$ cat src/rtl/scope_view_gen.sv
// Oscilloscope raster generator: VGA counters, per-channel sample window and
// dot/segment/grid/text renderer feeding a registered 8-bit colour index.
module scope_view_gen #(
  parameter int CHANNELS = 2,
  parameter int SAMPLE_W = 9,
  parameter int SHIFT    = 2,
  parameter int H_ACTIVE = 640,
  parameter int H_FP     = 16,
  parameter int H_SYNC   = 96,
  parameter int H_BP     = 48,
  parameter int V_ACTIVE = 480,
  parameter int V_FP     = 10,
  parameter int V_SYNC   = 2,
  parameter int V_BP     = 33,
  parameter logic [7:0] CH_COLOR_BASE = 8'd16,
  parameter logic [7:0] TEXT_COLOR    = 8'd4,
  parameter logic [7:0] AXIS_COLOR    = 8'd7,
  parameter logic [7:0] GRID_COLOR    = 8'd1
) (
  input  logic                         clk,
  input  logic                         rst,
  output logic                         hsync,
  output logic                         vsync,
  output logic                         de,
  output logic [7:0]                   color,
  output logic [9:0]                   px,
  output logic [9:0]                   py,
  output logic [9:0]                   smp_addr,
  input  logic [CHANNELS*SAMPLE_W-1:0] smp_data,
  input  logic                         text_on,
  input  logic                         linked,
  input  logic                         grid_on,
  input  logic                         text_off,
  input  logic [CHANNELS-1:0]          ch_en,
  output logic                         frame_tick
);

  localparam int H_TOTAL = H_ACTIVE + H_FP + H_SYNC + H_BP;
  localparam int V_TOTAL = V_ACTIVE + V_FP + V_SYNC + V_BP;
  localparam int LANE    = V_ACTIVE / CHANNELS;
  localparam int HSPAN   = (1 << (SAMPLE_W - 1)) >> SHIFT;
  localparam logic signed [SAMPLE_W:0] ONE = 1;

  logic [9:0] r_hc, r_vc;
  logic       w_lineEnd, w_shadowLoad;
  logic [9:0] w_addr;
  logic       w_de0, w_hs0, w_vs0;
  logic       r_de1, r_hs1, r_vs1, r_de2, r_hs2, r_vs2;
  logic [9:0] r_x1, r_y1, r_x2, r_y2;
  logic [CHANNELS-1:0][SAMPLE_W-1:0] r_nxt, r_cur, r_prv;
  logic                r_linked, r_grid, r_textOff;
  logic [CHANNELS-1:0] r_chEn;
  logic [11:0]         w_py12;
  logic [CHANNELS-1:0] w_hit;
  logic                w_axis, w_grid;
  logic [7:0]          w_color;

  assign w_lineEnd    = (r_hc == 10'(H_TOTAL - 1));
  assign w_shadowLoad = w_lineEnd && (r_vc == 10'(V_ACTIVE - 1));

  always_ff @(posedge clk) begin
    if (rst) begin
      r_hc <= '0;
      r_vc <= '0;
    end else if (w_lineEnd) begin
      r_hc <= '0;
      r_vc <= (r_vc == 10'(V_TOTAL - 1)) ? '0 : r_vc + 10'd1;
    end else begin
      r_hc <= r_hc + 10'd1;
    end
  end

  // Fetch one pixel ahead; hold the last column through blanking, wrap to 0 just before the line.
  always_comb begin
    w_addr = 10'(H_ACTIVE - 1);
    if (r_hc < 10'(H_ACTIVE - 1)) w_addr = r_hc + 10'd1;
    else if (w_lineEnd)            w_addr = '0;
  end

  assign w_de0 = (r_hc < 10'(H_ACTIVE)) && (r_vc < 10'(V_ACTIVE));
  assign w_hs0 = !((r_hc >= 10'(H_ACTIVE + H_FP)) && (r_hc < 10'(H_ACTIVE + H_FP + H_SYNC)));
  assign w_vs0 = !((r_vc >= 10'(V_ACTIVE + V_FP)) && (r_vc < 10'(V_ACTIVE + V_FP + V_SYNC)));

  always_ff @(posedge clk) begin
    if (rst) begin
      r_de1 <= 1'b0; r_hs1 <= 1'b1; r_vs1 <= 1'b1; r_x1 <= '0; r_y1 <= '0;
      r_de2 <= 1'b0; r_hs2 <= 1'b1; r_vs2 <= 1'b1; r_x2 <= '0; r_y2 <= '0;
      r_nxt <= '0;
      r_cur <= '0;
      r_prv <= '0;
    end else begin
      r_de1 <= w_de0; r_hs1 <= w_hs0; r_vs1 <= w_vs0; r_x1 <= r_hc; r_y1 <= r_vc;
      r_de2 <= r_de1; r_hs2 <= r_hs1; r_vs2 <= r_vs1; r_x2 <= r_x1; r_y2 <= r_y1;
      r_nxt <= smp_data;
      r_cur <= r_nxt;
      r_prv <= r_cur;
    end
  end

  // Render modes only change in vertical blanking so a frame never tears.
  always_ff @(posedge clk) begin
    if (rst) begin
      r_linked  <= 1'b0;
      r_grid    <= 1'b0;
      r_textOff <= 1'b0;
      r_chEn    <= '1;
    end else if (w_shadowLoad) begin
      r_linked  <= linked;
      r_grid    <= grid_on;
      r_textOff <= text_off;
      r_chEn    <= ch_en;
    end
  end

  function automatic logic [11:0] yOf(input int c, input logic [SAMPLE_W:0] v);
    return 12'(c * LANE + LANE / 2 + HSPAN) - 12'(v >> SHIFT);
  endfunction

  // Midpoint with the signed difference halved toward zero.
  function automatic logic [SAMPLE_W:0] midOf(input logic [SAMPLE_W-1:0] cur,
                                               input logic [SAMPLE_W-1:0] oth);
    logic signed [SAMPLE_W:0] d, h;
    d = $signed({1'b0, oth}) - $signed({1'b0, cur});
    h = d >>> 1;
    if (d[SAMPLE_W] && d[0]) h = h + ONE;
    return $unsigned($signed({1'b0, cur}) + h);
  endfunction

  function automatic logic inSeg(input logic [11:0] yc, input logic [11:0] ym,
                                 input logic [11:0] yp);
    if (yc <= ym) return (yp >= yc) && (yp <= ym) && (yp != ym);
    else          return (yp >= ym) && (yp <= yc) && (yp != ym);
  endfunction

  assign w_py12 = {2'b00, r_y2};

  always_comb begin
    w_hit   = '0;
    w_axis  = 1'b0;
    w_grid  = 1'b0;
    w_color = '0;
    for (int c = 0; c < CHANNELS; c++) begin
      if (w_py12 == yOf(c, {1'b0, r_cur[c]})) w_hit[c] = 1'b1;
      if (r_linked && (r_x2 < 10'(H_ACTIVE - 1)) && (r_nxt[c] != r_cur[c]) &&
          inSeg(yOf(c, {1'b0, r_cur[c]}), yOf(c, midOf(r_cur[c], r_nxt[c])), w_py12))
        w_hit[c] = 1'b1;
      if (r_linked && (r_x2 != '0) && (r_prv[c] != r_cur[c]) &&
          inSeg(yOf(c, {1'b0, r_cur[c]}), yOf(c, midOf(r_cur[c], r_prv[c])), w_py12))
        w_hit[c] = 1'b1;
      w_hit[c] = w_hit[c] & r_chEn[c];
      if (w_py12 == 12'(c * LANE + LANE / 2)) w_axis = 1'b1;
      if (((r_x2[3:0] == 4'd0) || (r_y2[3:0] == 4'd8)) &&
          (w_py12 >= 12'(c * LANE + LANE / 2 - HSPAN)) &&
          (w_py12 <= 12'(c * LANE + LANE / 2 + HSPAN)))
        w_grid = 1'b1;
    end
    if (text_on && !r_textOff) begin
      w_color = TEXT_COLOR;
    end else begin
      for (int c = CHANNELS - 1; c >= 0; c--)
        if (w_hit[c]) w_color = CH_COLOR_BASE + 8'(c);
      if (w_hit == '0) begin
        if (r_grid && w_axis)      w_color = AXIS_COLOR;
        else if (r_grid && w_grid) w_color = GRID_COLOR;
      end
    end
    if (!r_de2) w_color = '0;
  end

  always_ff @(posedge clk) begin
    if (rst) begin
      hsync      <= 1'b1;
      vsync      <= 1'b1;
      de         <= 1'b0;
      color      <= '0;
      frame_tick <= 1'b0;
    end else begin
      hsync      <= r_hs2;
      vsync      <= r_vs2;
      de         <= r_de2;
      color      <= w_color;
      frame_tick <= w_shadowLoad;
    end
  end

  assign px       = r_hc;
  assign py       = r_vc;
  assign smp_addr = w_addr;

endmodule
$ cat config.mk
export PLATFORM = sky130hd
export DESIGN_NAME = scope_view_gen
export DESIGN_NICKNAME = d
export VERILOG_FILES = /design/src/rtl/scope_view_gen.sv
export SDC_FILE = /design/constraint.sdc
export NUM_CORES = 1
export LEC_CHECK = 0
export CAP_MARGIN = 0
export CORE_MARGIN = 4
export CORE_UTILIZATION = 46
export CTS_BUF_LIST = sky130_fd_sc_hd__clkbuf_16
export CTS_CLUSTER_SIZE = 30
export DETAILED_ROUTE_END_ITERATION = 10
export RECOVER_POWER = 100
export SLEW_MARGIN = 0
export SYNTH_ARGS = -nofsm -noshare
export SYNTH_HDL_FRONTEND = slang
export SYNTH_SLANG_ARGS = --single-unit
$ cat constraint.sdc
create_clock -name clk -period 16.1 [get_ports clk]
set_input_delay 3.22 -clock clk [delete_from_list [all_inputs] [get_ports clk]]
set_output_delay 3.22 -clock clk [all_outputs]
set_load 0.02 [all_outputs]
# Word level (Yosys, flattened, before mapping)
# Index checks and enable logic that the tools add are counted.
dict set report op_classes {
  n_addsub 20
  n_lt_le_gt_ge 28
  n_eq_ne 16
  muxes 27
  bitwise 3
  n_reduce_logical 51
}
# operator n
set ops {}
lappend ops {{$ge 10x12->1} 6}
lappend ops {{$le 10x12->1} 6}
lappend ops {{$mux 10} 7}
lappend ops {{$le 12x12->1} 4}
lappend ops {{$ne 10x12->1} 4}
lappend ops {{$logic_and 1x1->1} 41}
lappend ops {{$add 10x10->10} 4}
lappend ops {{$add 9x2->10 const B} 4}
lappend ops {{$lt 10x10->1 const B} 4}
lappend ops {{$sub 9x9->10} 4}
lappend ops {{$ne 9x9->1} 4}
lappend ops {{$mux 8} 4}
lappend ops {{$eq 10x12->1} 2}
lappend ops {{$add 10x1->10 const B} 2}
lappend ops {{$eq 10x10->1 const B} 2}
lappend ops {{$eq 10x9->1 const B} 2}
lappend ops {{$ge 10x9->1 const B} 2}
lappend ops {{$lt 10x9->1 const B} 2}
lappend ops {{$sub 9x8->10 const A} 2}
lappend ops {{$sub 8x8->9 const A} 2}
lappend ops {{$mux 1} 14}
lappend ops {{$eq 10x7->1 const B} 1}
lappend ops {{$ge 10x10->1 const B} 1}
lappend ops {{$ge 10x6->1 const B} 1}
lappend ops {{16 further kinds} 20}
dict set report totals {
  regBits 137
  input_bits 26
}

# Logic depth before layout (Yosys ltp)
dict set report logic_depth {
  ltp_word 19
  mapped_depth 33
}

# Worst setup path after synthesis
# Ideal clock, no wire load.
dict set report synth_timing {
  path_type {reg-to-reg}
  start {register r_cur[2] in the netlist's numbering}
  end {register color[1]}
  t_arrival_ns 6.636
  setup_slack_ns 9.349
  stages_incl_launch_ff 32
  path_cell_list {dfxtp_1 -> inv_1 -> ha_1 -> o21ai_0 -> a21oi_1 -> o31a_1 -> clkbuf_1 -> nor2_1 -> mux2_2 -> ha_1 -> nand2_1 -> or4_1 -> o211ai_2 -> xor2_1 -> inv_1 -> ha_1 -> o21ai_1 -> o211ai_1 -> xnor2_1 -> o21ai_0 -> xor2_1 -> ha_1 -> nor2b_1 -> o22ai_1 -> or4b_1 -> and3_1 -> o21ai_1 -> o211ai_1 -> and2_1 -> o211ai_1 -> a311oi_1 -> and2_1}
}
dict set report synth_between {
  elab_chain_cells 17
}
# item line_no
set synth_rtl {}
lappend synth_rtl {{start: declaration} 50} ;# logic [CHANNELS-1:0][SAMPLE_W-1:0] r_nxt, r_cur, r_prv;
lappend synth_rtl {{start signal: assignment} 95} ;# r_cur <= r_nxt;
lappend synth_rtl {{$sub 9x9->10} 123} ;# d = $signed({1'b0, oth}) - $signed({1'b0, cur});
lappend synth_rtl {{$add 9x2->10 or $logic_and 1x1->1 (tied branches)} 125} ;# if (d[SAMPLE_W] && d[0]) h = h + ONE;
lappend synth_rtl {{$mux 10} 125}
lappend synth_rtl {{$add 10x10->10} 126} ;# return $unsigned($signed({1'b0, cur}) + h);
lappend synth_rtl {{$sub 8x8->9} 116} ;# return 12'(c * LANE + LANE / 2 + HSPAN) - 12'(v >> SHIFT);
lappend synth_rtl {{$ge 10x12->1 or $le 10x12->1 (tied branches)} {132, 131}}
lappend synth_rtl {{$logic_and 1x1->1 (on tied branches) (2 in series)} {132, 131}}
lappend synth_rtl {{$mux 1} 131} ;# if (yc <= ym) return (yp >= yc) && (yp <= ym) && (yp != ym);
lappend synth_rtl {{$logic_and 1x1->1} 144} ;# if (r_linked && (r_x2 < 10'(H_ACTIVE - 1)) && (r_nxt[c] != r_cur[c]) &&
lappend synth_rtl {{$mux 1} 144}
lappend synth_rtl {{$mux 1 *} 147} ;# if (r_linked && (r_x2 != '0) && (r_prv[c] != r_cur[c]) &&
lappend synth_rtl {{$and 1x1->1 *} 150} ;# w_hit[c] = w_hit[c] & r_chEn[c];
lappend synth_rtl {{$mux 8} 161} ;# if (w_hit[c]) w_color = CH_COLOR_BASE + 8'(c);
lappend synth_rtl {{$mux 8} 164} ;# else if (r_grid && w_grid) w_color = GRID_COLOR;
lappend synth_rtl {{$mux 8} 163} ;# if (r_grid && w_axis) w_color = AXIS_COLOR;
lappend synth_rtl {{$mux 8 *} 162} ;# if (w_hit == '0) begin
lappend synth_rtl {{end signal: assignment} 181} ;# color <= w_color;
lappend synth_rtl {{end: declaration} 25} ;# output logic [7:0] color,
# Every way passes the cells marked *; elsewhere a longest branch is shown, timed or not.
# A chain may end at the register's enable or synchronous reset.

# Worst setup path after layout
# Ends and elaborated chain as after synthesis.

==> impl_metrics.py <==
metrics = {
    "min_path": {
        "hp-class": "reg2reg",
        "holdPathEnd": "r_vs2",
        "hold_start": "r_vs1",
        "hold_path_depth": 1,
    },
    "synth": {
        "synth_common_cells": "ha_1, nor2_1, dfxtp_1",
        "synth_flop_cell": "dfxtp_1",
        "synth_cells": 1504,
        "synth_area_leaders": "dfxtp_1, ha_1, xnor2_1",
        "yosysWarningCount": 0,
        "syn_area_per_cell_um2": 8.01,
        "syn_area_mm2": 0.0120,
        "synthArstFlopShare_pct": 0,
        "synth_edf_count": 0,
        "yosysUniqueCellTypes": 96,
        "seq_area_frac_synth_pct": 22.1,
        "synth_top_area_cell": "dfxtp_1",
        "synth_top_area_share_pct": 22.1,
        "post-synth-top-count-cell": "ha_1",
        "ys_ff_latch": 133,
    },
    "final_layout": {
        "drive_gt1_share_pct": 4.37,
        "multi_input_area_mm2": 0.00886,
        "n_fill_cell": 2464,
        "nNetsFinal": 1731,
        "finalInstanceArea_mm2": 0.0135,
        "area_growth_pct": 11.8,
        "num_antenna_cells": 0,
        "regArea_mm2": 0.00266,
        "stdcell_count": 1887,
    },
    "route": {
        "vias": 10853,
        "drc": 0,
        "first_iter_violations": 880,
        "drt-wirelength-per-cell_um": 17.3,
        "drtAntennaViolNets": 0,
        "via_per_inst": 5.75,
        "routed_wl_mm": 32.7,
        "firstDrtPassIters": 5,
    },
    "job": {
        "drv_cap": 2,
    },
    "floorplanning": {
        "die-area_mm2": 0.0288,
        "core_mm2": 0.0255,
        "rows": 58,
        "dieWidth_um": 170,
        "start_util_pct": 47.3,
        "ios": 68,
        "die_height_um": 170,
    },
    "clocking": {
        "cts.repair.resized": 0,
        "post_cts_buffers": 0,
        "htree_levels": 4,
        "clockBufferDepth": 2,
        "cts_buffers": 17,
        "postCtsHoldBufs": 0,
        "cts_root_buffer": "clkbuf_16",
        "tritoncts": "built",
        "numClockSinks": 133,
        "clk_latency_ps": 420,
        "path_clk_slew_ps": 70,
    },
    "sta": {
        "period_share_pct": 50.9,
        "setup_violations": 0,
        "maxSlewHeadroom_pct": -105,
        "period_minus_slack_ps": 8190,
        "whs_ps": 409,
        "skew_ps": 10.5,
        "finalHoldViolations": 0,
        "report.final.slew_viol_count": 115,
        "finalSetupTns_ps": 0,
        "clock.fmax_ghz": 0.122,
        "tightest_slew_ps": 3070,
        "rsz0062_at_grt": "false",
    },
    "global_routing": {
        "grt_use_total_pct": 22.8,
        "overflow": 0,
        "antenna_found_initial": 1,
        "grt_max_degree": 71,
        "first_global_vias": 10482,
        "grt_first_pass_wirelength_mm": 53.6,
    },
    "power": {
        "power.leakage_nw": 5.84,
        "p_total_w": 0.00141,
        "irDropWorstVdd_v": 0.0000606,
        "power_density_mw_per_mm2": 105,
    },
    "setup_path": {
        "cpMaxStageDelayCell": "o211ai_1",
        "worstPathRequired_ps": 16460,
        "worstPathMaxFanout": 9,
        "cp_data_arrival_time_ps": 8560,
        "r2r-end": "color[1]",
        "cp-start-kind": "flip-flop",
        "crit_path_end_kind": "flip-flop",
        "slowest_delay_ps": 640,
        "crit-reg2reg-launch": "r_cur[2]",
        "r2r_slack_ps": 7910,
        "critPathKind": "reg2reg",
        "critPathLaunch": "r_cur[2]",
        "rr_worst_depth": 30,
    },
    "place": {
        "post-dp-hpwl_mm": 25.9,
        "placed_area_mm2": 0.0129,
        "gp_congestion": 0.988,
        "portBuffers": 63,
        "dpl.cell_count": 1855,
    },
    "outcome": {
        "outcome": "complete, but fails checks",
        "failed_checks": "capacitance limit, slew limit",
    },
}
how the worst max path moves through the flow:
stage | to | slack [ps] | cells past startpoint
3_5_place_dp | color[1] | 8290 | 30
6_report | color[1] | 7910 | 30
4_1_cts | color[1] | 8250 | 30
5_1_grt | color[1] | 7120 | 30
2_1_floorplan | color[1] | 9350 | 31
3_3_place_gp | color[1] | 8610 | 30
report_power, final:
group	internal (W)	leakage, nW	switching, W
clock	0.000229	0.291	0.000159
combinational	0.000283	4.46	0.000398
sequential	0.000336	1.08	0.00000679
metal layers:
| metal | vias up | track usage, % | part of all wire (%) |
|---|---|---|---|
| met1 | 5004 | 33.2 | 50 |
| li1 | 5517 | - | - |
| met3 | 29 | 4.17 | 6.3 |
| met5 | - | 0 | 0.037 |
| met2 | 301 | 35.0 | 43 |
| met4 | 2 | 5.11 | 1.3 |
flip-flops by register name, indices dropped and copies added, names as in the netlist, 2 cells and up:
name / cells
r_nxt: 18
py: 10
r_y2: 10
color: 4
px: 10
r_cur: 18
r_x2: 10
r_y1: 10
r_prv: 18
r_x1: 10
r_chEn: 2
stage by stage:
step / worst slack [ps] / utilization (%)
finish: 7910 / 52.9
global route: 7120 / 52.9
CTS: 8250 / 52.9
detailed placement: 8290 / 50.6
global placement: 8610 / 50.6
floorplan: 9350 / -
placed cells by master (no fill, tap or decap), types with 8 or more instances in the layout:
| cell type | count |
|---|---|
| nor4_1 | 11 |
| or2_2 | 14 |
| nor2_1 | 145 |
| ha_1 | 157 |
| and2_1 | 18 |
| o31ai_1 | 8 |
| and3_1 | 21 |
| nor3_1 | 37 |
| dlygate4sd3_1 | 38 |
| nand2b_1 | 25 |
| a21o_1 | 35 |
| dfxtp_1 | 133 |
| a211o_1 | 8 |
| o21ai_0 | 75 |
| a211oi_1 | 18 |
| xor2_1 | 47 |
| nand2_1 | 80 |
| nand4_1 | 33 |
| clkbuf_16 | 17 |
| or3_1 | 11 |
| a21oi_1 | 89 |
| nand3_1 | 41 |
| a31oi_1 | 16 |
| clkdlybuf4s50_1 | 24 |
| inv_1 | 87 |
| nor2b_1 | 97 |
| o211ai_1 | 14 |
| xnor2_1 | 70 |
| o21a_1 | 16 |
cell type report:
cell class	instances	share of cell area [%]
clock buffers	17	3.16
repair buffers	64	4.66
inverters	85	2.37
clock inverters	15	1.14
flip-flops and latches	133	19.8
multi-input cells	1243	65.8
well taps	330	3.07
cell families (layout without fill, tap and decap cells):
group / Yosys count / after routing / synth area share [%]
and+or+nand+nor: 576 / 576 / 25.5
AOI/OAI and AO/OA: 369 / 369 / 20.8
adders and majority gates: 161 / 161 / 17.0
DFF: 133 / 133 / 22.1
buffers and inverters: 131 / 181 / 4.31
xor gates and xnor gates: 120 / 120 / 9.07
muxes: 13 / 13 / 1.17
other: 1 / 4 / 0.0311
critical path: cells and delay by family (launching register included):
family | cells | cell delay [ps]
DFF | 1 | 450
buffers and inverters | 2 | 290
AOI/OAI and AO/OA | 12 | 3030
muxes | 1 | 390
xor gates and xnor gates | 3 | 710
and+or+nand+nor | 8 | 2030
adders and majority gates | 4 | 1230
(Power assumes the default switching activity.)
